`src/rtl/mem_port_arbiter.sv`:
```
// mem_port_arbiter
//   Initiator side of the magic-memory request/response port. Merges the
//   instruction-fetch (I) and data (D) clients onto a single memory port.
//   The winning request is latched into registered mem_* outputs and held
//   until mem_resp. The response and read data are then routed back to the
//   client that owns the access. D has fixed priority from IDLE. On
//   completion, the grant passes straight to the other client if it is
//   waiting, so continuous contention alternates D,I,D,I.
//
//   Optional build macro: MEM_ARB_TIMEOUT_EN
//     When defined, a serve that sees no mem_resp for TIMEOUT_CYCLES cycles
//     is force-completed. The client receives TIMEOUT_RDATA and the sticky
//     timeout_err flag is set. When undefined, SERVE waits indefinitely and
//     timeout_err is tied low.
module mem_port_arbiter #(
  parameter int unsigned TIMEOUT_CYCLES = 64,
  parameter logic [15:0] TIMEOUT_RDATA  = 16'hDEAD
) (
  input  logic        clk,
  input  logic        rst_n,
  // fetch client
  input  logic        i_read,
  input  logic [15:0] i_address,
  output logic        i_resp,
  output logic [15:0] i_rdata,
  // data client
  input  logic        d_read,
  input  logic        d_write,
  input  logic [1:0]  d_wmask,
  input  logic [15:0] d_address,
  input  logic [15:0] d_wdata,
  output logic        d_resp,
  output logic [15:0] d_rdata,
  // memory port
  output logic        mem_read,
  output logic        mem_write,
  output logic [1:0]  mem_wmask,
  output logic [15:0] mem_address,
  output logic [15:0] mem_wdata,
  input  logic        mem_resp,
  input  logic [15:0] mem_rdata,
  // status
  output logic        timeout_err
);

  typedef enum logic [1:0] {
    IDLE    = 2'd0,
    SERVE_I = 2'd1,
    SERVE_D = 2'd2
  } state_t;

  // One memory command as presented on the port.
  typedef struct packed {
    logic        read;
    logic        write;
    logic [1:0]  wmask;
    logic [15:0] address;
    logic [15:0] wdata;
  } mem_cmd_t;

  state_t   state_q;
  mem_cmd_t cmd_q;
  mem_cmd_t d_cmd;
  mem_cmd_t i_cmd;
  logic     d_req;
  logic     serving;
  logic     timeout_hit;
  logic     done;
  logic [15:0] resp_rdata;

  // A D command with both read and write set becomes a pure write.
  assign d_cmd = '{read:    d_read & ~d_write,
                   write:   d_write,
                   wmask:   d_wmask,
                   address: d_address,
                   wdata:   d_wdata};

  assign i_cmd = '{read:    1'b1,
                   write:   1'b0,
                   wmask:   2'b00,
                   address: i_address,
                   wdata:   16'h0000};

  assign d_req   = d_read | d_write;
  assign serving = (state_q != IDLE);
  // A forced completion counts exactly like a real mem_resp.
  assign done    = serving & (mem_resp | timeout_hit);

  // Response strobes go to the current owner only. The read data is shared
  // and is meaningful only alongside the owner's resp.
  assign i_resp     = (state_q == SERVE_I) & done;
  assign d_resp     = (state_q == SERVE_D) & done;
  assign resp_rdata = timeout_hit ? TIMEOUT_RDATA : mem_rdata;
  assign i_rdata    = resp_rdata;
  assign d_rdata    = resp_rdata;

  assign mem_read    = cmd_q.read;
  assign mem_write   = cmd_q.write;
  assign mem_wmask   = cmd_q.wmask;
  assign mem_address = cmd_q.address;
  assign mem_wdata   = cmd_q.wdata;

  // Grant FSM: latch the winner's command on the transition edge and hold it until completion.
  always_ff @(posedge clk or negedge rst_n) begin
    if (!rst_n) begin
      // NOTE: every register here, including the latched command fields, has an explicit reset value so the port is quiet straight out of reset.
      state_q <= IDLE;
      cmd_q   <= '0;
    end else begin
      // NOTE: state is updated with non-blocking assignments, so every branch reads the pre-edge values of state_q and cmd_q.
      case (state_q)
        IDLE: begin
          if (d_req) begin
            state_q <= SERVE_D;
            cmd_q   <= d_cmd;
          end else if (i_read) begin
            state_q <= SERVE_I;
            cmd_q   <= i_cmd;
          end
        end
        SERVE_I: begin
          if (done) begin
            if (d_req) begin
              state_q <= SERVE_D;
              cmd_q   <= d_cmd;
            end else begin
              state_q     <= IDLE;
              cmd_q.read  <= 1'b0;
              cmd_q.write <= 1'b0;
            end
          end
        end
        SERVE_D: begin
          if (done) begin
            if (i_read) begin
              state_q <= SERVE_I;
              cmd_q   <= i_cmd;
            end else begin
              state_q     <= IDLE;
              cmd_q.read  <= 1'b0;
              cmd_q.write <= 1'b0;
            end
          end
        end
        default: begin
          state_q <= IDLE;
          cmd_q   <= '0;
        end
      endcase
    end
  end

`ifdef MEM_ARB_TIMEOUT_EN
  localparam int unsigned CNT_W = (TIMEOUT_CYCLES > 1) ? $clog2(TIMEOUT_CYCLES) : 1;

  logic [CNT_W-1:0] cnt_q;
  logic             err_q;

  assign timeout_hit = serving & ~mem_resp & (cnt_q == CNT_W'(TIMEOUT_CYCLES - 1));
  assign timeout_err = err_q;

  // Timeout watchdog: count unanswered SERVE cycles, restart on every new grant, and latch the sticky error.
  always_ff @(posedge clk or negedge rst_n) begin
    if (!rst_n) begin
      cnt_q <= '0;
      err_q <= 1'b0;
    end else begin
      if (!serving || done) begin
        cnt_q <= '0;
      end else begin
        cnt_q <= cnt_q + 1'b1;
      end
      if (timeout_hit) begin
        err_q <= 1'b1;
      end
    end
  end
`else
  logic unused_timeout_cfg;

  assign timeout_hit        = 1'b0;
  assign timeout_err        = 1'b0;
  assign unused_timeout_cfg = (TIMEOUT_CYCLES == 0);
`endif

endmodule

```
`config.mk`:
```
export PLATFORM = sky130hd
export DESIGN_NAME = mem_port_arbiter
export DESIGN_NICKNAME = d
export VERILOG_FILES = /design/src/rtl/mem_port_arbiter.sv
export SDC_FILE = /design/constraint.sdc
export NUM_CORES = 1
export LEC_CHECK = 0
export BUFFER_PORTS_ARGS = -buffer_cell sky130_fd_sc_hd__buf_2
export CAP_MARGIN = 10
export CORE_MARGIN = 2
export CORE_UTILIZATION = 37
export DETAILED_ROUTE_END_ITERATION = 10
export PLACE_DENSITY_LB_ADDON = 0.12
export RECOVER_POWER = 100
export SLEW_MARGIN = 20
export SYNTH_ARGS = -nofsm -noshare
export SYNTH_HDL_FRONTEND = slang
export SYNTH_SLANG_ARGS = --single-unit
```
`constraint.sdc`:
```
create_clock -name clk -period 1.39 [get_ports clk]
set_input_delay 0.139 -clock clk [delete_from_list [all_inputs] [get_ports clk]]
set_output_delay 0.139 -clock clk [all_outputs]
set_load 0.03 [all_outputs]
```
==> results.tsv, run 1 <==
metric	value	unit
Worst slew margin	34.2	%
R2R Path End	mem_address[12]$_DFFE_PN0P_	
H-tree levels	2	
nets@finish	322	
pins over their slew limit	0	
CP max FO	5	
MaxCap Viol Count	0	
HPWL after detailed placement	3460	µm
die area	6060	µm²
hold path depth	2	
r2r setup slk	0.02	ns
Req. time, crit path	1.25	ns
post-synth cell types	30	
first-pass GRT wire length	7680	µm
iteration-0 DRC count of the detailed router	66	
Worst path max stage delay	0.41	ns
Setup crit end kind	output pin	
Antenna Cells	0	
Layout Skew	0.00906	ns
largest net degree at the start of global routing	22	
vias in the first global route	1620	
total power	0.00448	W
drt total wl	4950	µm
DRT Pass-1 Iters	4	
Via Count	1618	
num rows	26	
status	completed	
final core utilization	51.2	%
die width	77.9	µm
area of the core	5170	µm²
CP top delay family	flip-flops	
Slowest-stage cell, CP	dfrtp_2	
area share of the largest cell type after synthesis	47.1	%
antenna-violating nets left	0	
CTS clock-pin slew for the worst setup and hold paths	0.08	ns
leak pwr	1.20	nW
critical path launch point	state_q[0]$_DFFE_PN0P_	
Sink Count	38	
Synthesized Nets	247	
worst min-delay path class	in -> reg	
grt ovf	0	
unrepaired setup endpoints after global routing	true	
CP Class	reg -> out	
minimum clock period after layout	1.37	ns
synth warn	0	
clk buf depth	2	
worst slew pin tran	0.987	ns
DR DRC count	0	
top cells by area, synth	dfrtp_1, buf_4, o2bb2ai_1, a22o_2, a22oi_1	
syn_area_per_cell	11.5	µm²
Max VDD drop	772	µV
root buffer cell	clkbuf_8	
PD cells	1690	nW/µm²
Yosys reg bits	38	
Clock Latency Late Sink	0.29	ns
commonest cells in the netlist	dfrtp_1, buf_4, a22oi_1, o2bb2ai_1, a22o_2	
Num CTS Buffers	5	
ratio of cells with drive above 1 in the final layout	51.0	%
GRT Util Overall	16.0	%
ordered list of cells on the worst path	buf_6 -> clkinvlp_4 -> nor3_2 -> buf_4	
Synth Flop Type	dfrtp_1	
vias per cell	5.04	
largest area contributor in the netlist	dfrtp_1	
Crit path arrival time	1.23	ns
worst hold start	d_wmask[0]	
fmax	0.729	GHz
Hold Path End	mem_wmask[0]$_DFFE_PN0P_	
Crit Reg-Reg Startpoint	state_q[0]$_DFFE_PN0P_	
PortBufs	93	
synthesized area	2020	µm²
Syn Inst Count	175	
number of flops mapped to enable cells by yosys	0	
io pins	143	
count leader, synth	dfrtp_1	
routed len/inst	15.4	µm
filler cell count	497	
Worst Reg2Reg Path Length in Cells	6	
gpl congestion	0.800	
Final Cycle Share	98.7	%
Fin. Hold Viols	0	
die height	77.9	µm
initial antenna violation count	0	
Seq/Total Area, Yosys	47.1	%
startpoint class of the critical path	flop	
worst path bufs/invs	3	
initial core utilization	39.0	%
Post-synth ARST share	100	%
CTS tree	done	
area grow syn2layout	31.1	%
Final setup viols	0	
[final cells by class]
type	instances	area, µm²	share of cell area, %
repair buffers	112	672	25.4
clock inverters	1	5.00	0.189
flip-flops and latches	38	952	36.0
multi-input cells	90	826	31.2
inverters	3	17.5	0.662
well taps	70	87.6	3.31
clock buffers	7	86.3	3.26
[stage by stage]
stage | setup TNS [ns] | hold slack (ns) | instance area [µm²] | setup slack (ns) | cells
6_report | 0 | 0.0674 | 2650 | 0.0187 | 321
5_1_grt | -1.67 | 0.0535 | 2650 | -0.0743 | 321
3_3_place_gp | -0.168 | 0.106 | 2400 | -0.0128 | 306
4_1_cts | -0.0492 | 0.0549 | 2580 | -0.0110 | 319
3_5_place_dp | -0.559 | 0.108 | 2400 | -0.0427 | 306
2_1_floorplan | 0 | -0.157 | 2030 | 0.0343 | 175
[flip-flops by register name, summed over array words and instances (netlist names)]
| name | flops |
|---|---|
| mem_wmask | 2 |
| mem_read | 1 |
| state_q | 2 |
| mem_address | 16 |
| mem_write | 1 |
| mem_wdata | 16 |
[layer usage]
layer  track usage, %  routed length (µm)
met5                0                   0
met2             27.2                2390
met4             4.46                  66
met1             18.4                1980
met3             6.86                 509
[power breakdown]
part / total, W / switching (W) / internal [W]
Combinational: 0.00212 / 0.00132 / 0.000791
Clock: 0.000770 / 0.000370 / 0.000400
Sequential: 0.00160 / 0.000180 / 0.00142
[cell families after synthesis]
| group | count (synthesis) | share of synthesized area (%) |
|---|---|---|
| AO/OA/AOI/OAI | 65 | 28.4 |
| buffers and inverters | 47 | 17.1 |
| flip-flops | 38 | 47.1 |
| other | 1 | 0.186 |
| AND/OR/NAND/NOR | 24 | 7.19 |
[how the worst max path moves through the flow]
stage	to	cells after the start
after CTS	mem_address[10]$_DFFE_PN0P_	6
after global routing	i_resp	4
after floorplan	mem_wdata[1]$_DFFE_PN0P_	6
after global placement	mem_wdata[12]$_DFFE_PN0P_	3
after detailed placement	mem_wdata[14]$_DFFE_PN0P_	3
final	i_resp	4
[repair_timing]
action	in CTS	in global routing
endpoints found under the setup margin	17	37
hold buffers	1	0
endpoints found under the hold margin	17	0
gates cloned	0	2
pin swaps	4	7
buffers inserted	4	0
gates resized for setup	12	20
[layout by cell type (no fill, tap or decap), types with 2 or more instances in the layout]
cell type / Yosys / final
buf_2: 3 / 54
a21bo_2: 3 / 3
o21ai_1: 0 / 2
buf_4: 34 / 8
nor3_2: 0 / 2
dfrtp_1: 38 / 37
o21ai_0: 4 / 2
o2bb2ai_1: 17 / 16
a22oi_1: 17 / 5
nor2_1: 3 / 2
buf_12: 0 / 5
clkbuf_1: 2 / 38
a21bo_1: 2 / 2
nor3_4: 1 / 2
nor2b_1: 3 / 2
clkbuf_8: 0 / 6
a21oi_1: 3 / 3
nor2_4: 1 / 3
nand3_1: 5 / 5
a22oi_2: 0 / 12
a22o_2: 14 / 14
nand2_1: 2 / 2
buf_6: 5 / 6
(Power assumes the default switching activity.)
==> inputs of run 2 (changes only) <==
==> constraint.sdc (replaced) <==
create_clock -name clk -period 1.39 [get_ports clk]
set_input_delay 0.139 -clock clk [delete_from_list [all_inputs] [get_ports clk]]
set_output_delay 0.139 -clock clk [all_outputs]
set_load 0.005 [all_outputs]
==> run 2 against run 1 <==
Maximum frequency rose by 0.63%. First-iteration DRC count fell by 23%. Clock skew is 0.00063 ns lower. Worst hold slack worse by 0.0032 ns. Sequential cell count did not move. Register-to-register slack hardly changed. Critical endpoint is now mem_write$_DFFE_PN0P_.
==> results.tsv, run 2 (synthesized netlist as in run 1, its figures left out) <==
metric	value	unit	change
Fin. Hold Viols	0		unchanged
iteration-0 DRC count of the detailed router	51		-23%
io pins	143		unchanged
CP Class	reg -> reg		
Antenna Cells	0		unchanged
area post-placement	2340	µm²	-2.6%
grt ovf	0		unchanged
ratio of cells with drive above 1 in the final layout	54.6	%	+3.6 points
clk buf depth	2		unchanged
area of the core	5170	µm²	unchanged
pre-CTS setup slack	-0.0836	ns	-0.0409 ns
setup TNS	0	ns	unchanged
worst min-delay path class	in -> reg		
leak pwr	1.27	nW	+5.8%
minimum clock period after layout	1.36	ns	-0.00857 ns
area grow syn2layout	28.0	%	
antenna-violating nets left	0		unchanged
Crit path arrival time	1.54	ns	+0.31 ns
nets@finish	320		-0.62%
die height	77.9	µm	unchanged
Clock Latency Late Sink	0.29	ns	about the same
initial antenna violation count	0		unchanged
CTS clock-pin slew for the worst setup and hold paths	0.08	ns	about the same
PortBufs	93		unchanged
MaxCap Viol Count	0		unchanged
drt total wl	4780	µm	-3.5%
final instance area	2580	µm²	-2.4%
vias per cell	4.98		-1.2%
most common cell after layout, fill and taps aside	buf_2		
CP max FO	5		unchanged
worst hold margin	0.0642	ns	-0.00317 ns
area of the multi-input gates	754	µm²	-8.6%
H-tree levels	2		unchanged
HPWL after detailed placement	3370	µm	-2.7%
Sink Count	38		unchanged
die area	6060	µm²	unchanged
gpl congestion	0.817		+2.0%
Max VDD drop	580	µV	-25%
Worst slew margin	45.3	%	+11 points
Layout Skew	0.00844	ns	-0.000626 ns
PD cells	1600	nW/µm²	-5.5%
Final Cycle Share	98.0	%	-0.62 points
final worst slack	0.0273	ns	+0.00857 ns
Num CTS Buffers	5		unchanged
r2r setup slk	0.03	ns	about the same
num rows	26		unchanged
largest net degree at the start of global routing	39		+77%
startpoint class of the critical path	flop		
most frequent cells in the layout	buf_2, dfrtp_1, o2bb2ai_1, a22oi_1, clkbuf_1		
initial core utilization	39.0	%	unchanged
root buffer cell	clkbuf_8		
status	completed		
GRT Util Overall	15.6	%	-0.39 points
Setup crit end kind	flop		
DRT Pass-1 Iters	4		unchanged
Req. time, crit path	1.57	ns	+0.32 ns
DR DRC count	0		unchanged
Final setup viols	0		unchanged
unrepaired setup endpoints after global routing	true		
pins over their slew limit	0		unchanged
filler cell count	486		-2.2%
die width	77.9	µm	unchanged
vias in the first global route	1527		-5.7%
routed len/inst	15.0	µm	-2.9%
sequential cell area	953	µm²	+0.13%
fmax	0.734	GHz	+0.63%
CTS tree	done		
Via Count	1589		-1.8%
first-pass GRT wire length	7400	µm	-3.7%
worst slew pin tran	0.821	ns	-0.166 ns
-- run 2: path summary, 6_finish.rpt --
check                                            start                           to  cells past startpoint
setup / recovery                state_q[0]$_DFFE_PN0P_        mem_write$_DFFE_PN0P_                      5
hold / removal                              d_wdata[2]     mem_wdata[2]$_DFFE_PN0P_                      2
setup reg to reg                state_q[0]$_DFFE_PN0P_        mem_write$_DFFE_PN0P_                      5
hold reg to reg            mem_address[15]$_DFFE_PN0P_  mem_address[15]$_DFFE_PN0P_                      1
max in group asynchronous                        rst_n       state_q[1]$_DFFE_PN0P_                      3
min in group asynchronous                        rst_n        mem_write$_DFFE_PN0P_                      3
-- run 2: critical path, cell delays in order, from the launching register on --
cell and delay [ns]:
dfrtp_2 0.44, buf_4 0.14, and2b_1 0.18, a22oi_1 0.15, o21ai_0 0.12, a32o_1 0.22
-- run 2: area by class of cell --
type | count | area share, %
Sequential cell | 38 | 36.9
Inverter | 3 | 0.533
Clock inverter | 2 | 2.33
Clock buffer | 6 | 3.20
Tap cell | 70 | 3.39
Timing Repair Buffer | 110 | 24.4
Multi-Input combinational cell | 90 | 29.2
-- run 2: layer usage --
| metal | part of all wire [%] | global-route usage [%] | wire length (µm) |
|---|---|---|---|
| met3 | 10 | 6.28 | 501 |
| met2 | 46 | 25.8 | 2190 |
| met1 | 42 | 18.2 | 2010 |
| met4 | 1.4 | 5.89 | 65 |
| met5 | 0 | 0 | 0 |
-- run 2: repair_timing --
action                                  CTS  global route
gates resized for setup                   8            10
pin swaps                                 0             3
endpoints found under the setup margin   36            35
hold buffers                              1             0
endpoints found under the hold margin    38             0
setup buffers                             3             3
-- run 2: stage by stage --
stage          util (%)  cells  total power (W)
2_1_floorplan         -    175          0.00240
3_3_place_gp       45.2    304          0.00290
3_5_place_dp       45.2    304          0.00290
4_1_cts            48.8    316          0.00412
5_1_grt            49.9    319          0.00440
6_report           49.9    319          0.00413
-- run 2: where the power goes --
group          internal (W)  leakage [nW]  switching [W]
Clock              0.000765        0.0714       0.000378
Combinational      0.000730         0.718       0.000668
Sequential          0.00142         0.484       0.000175
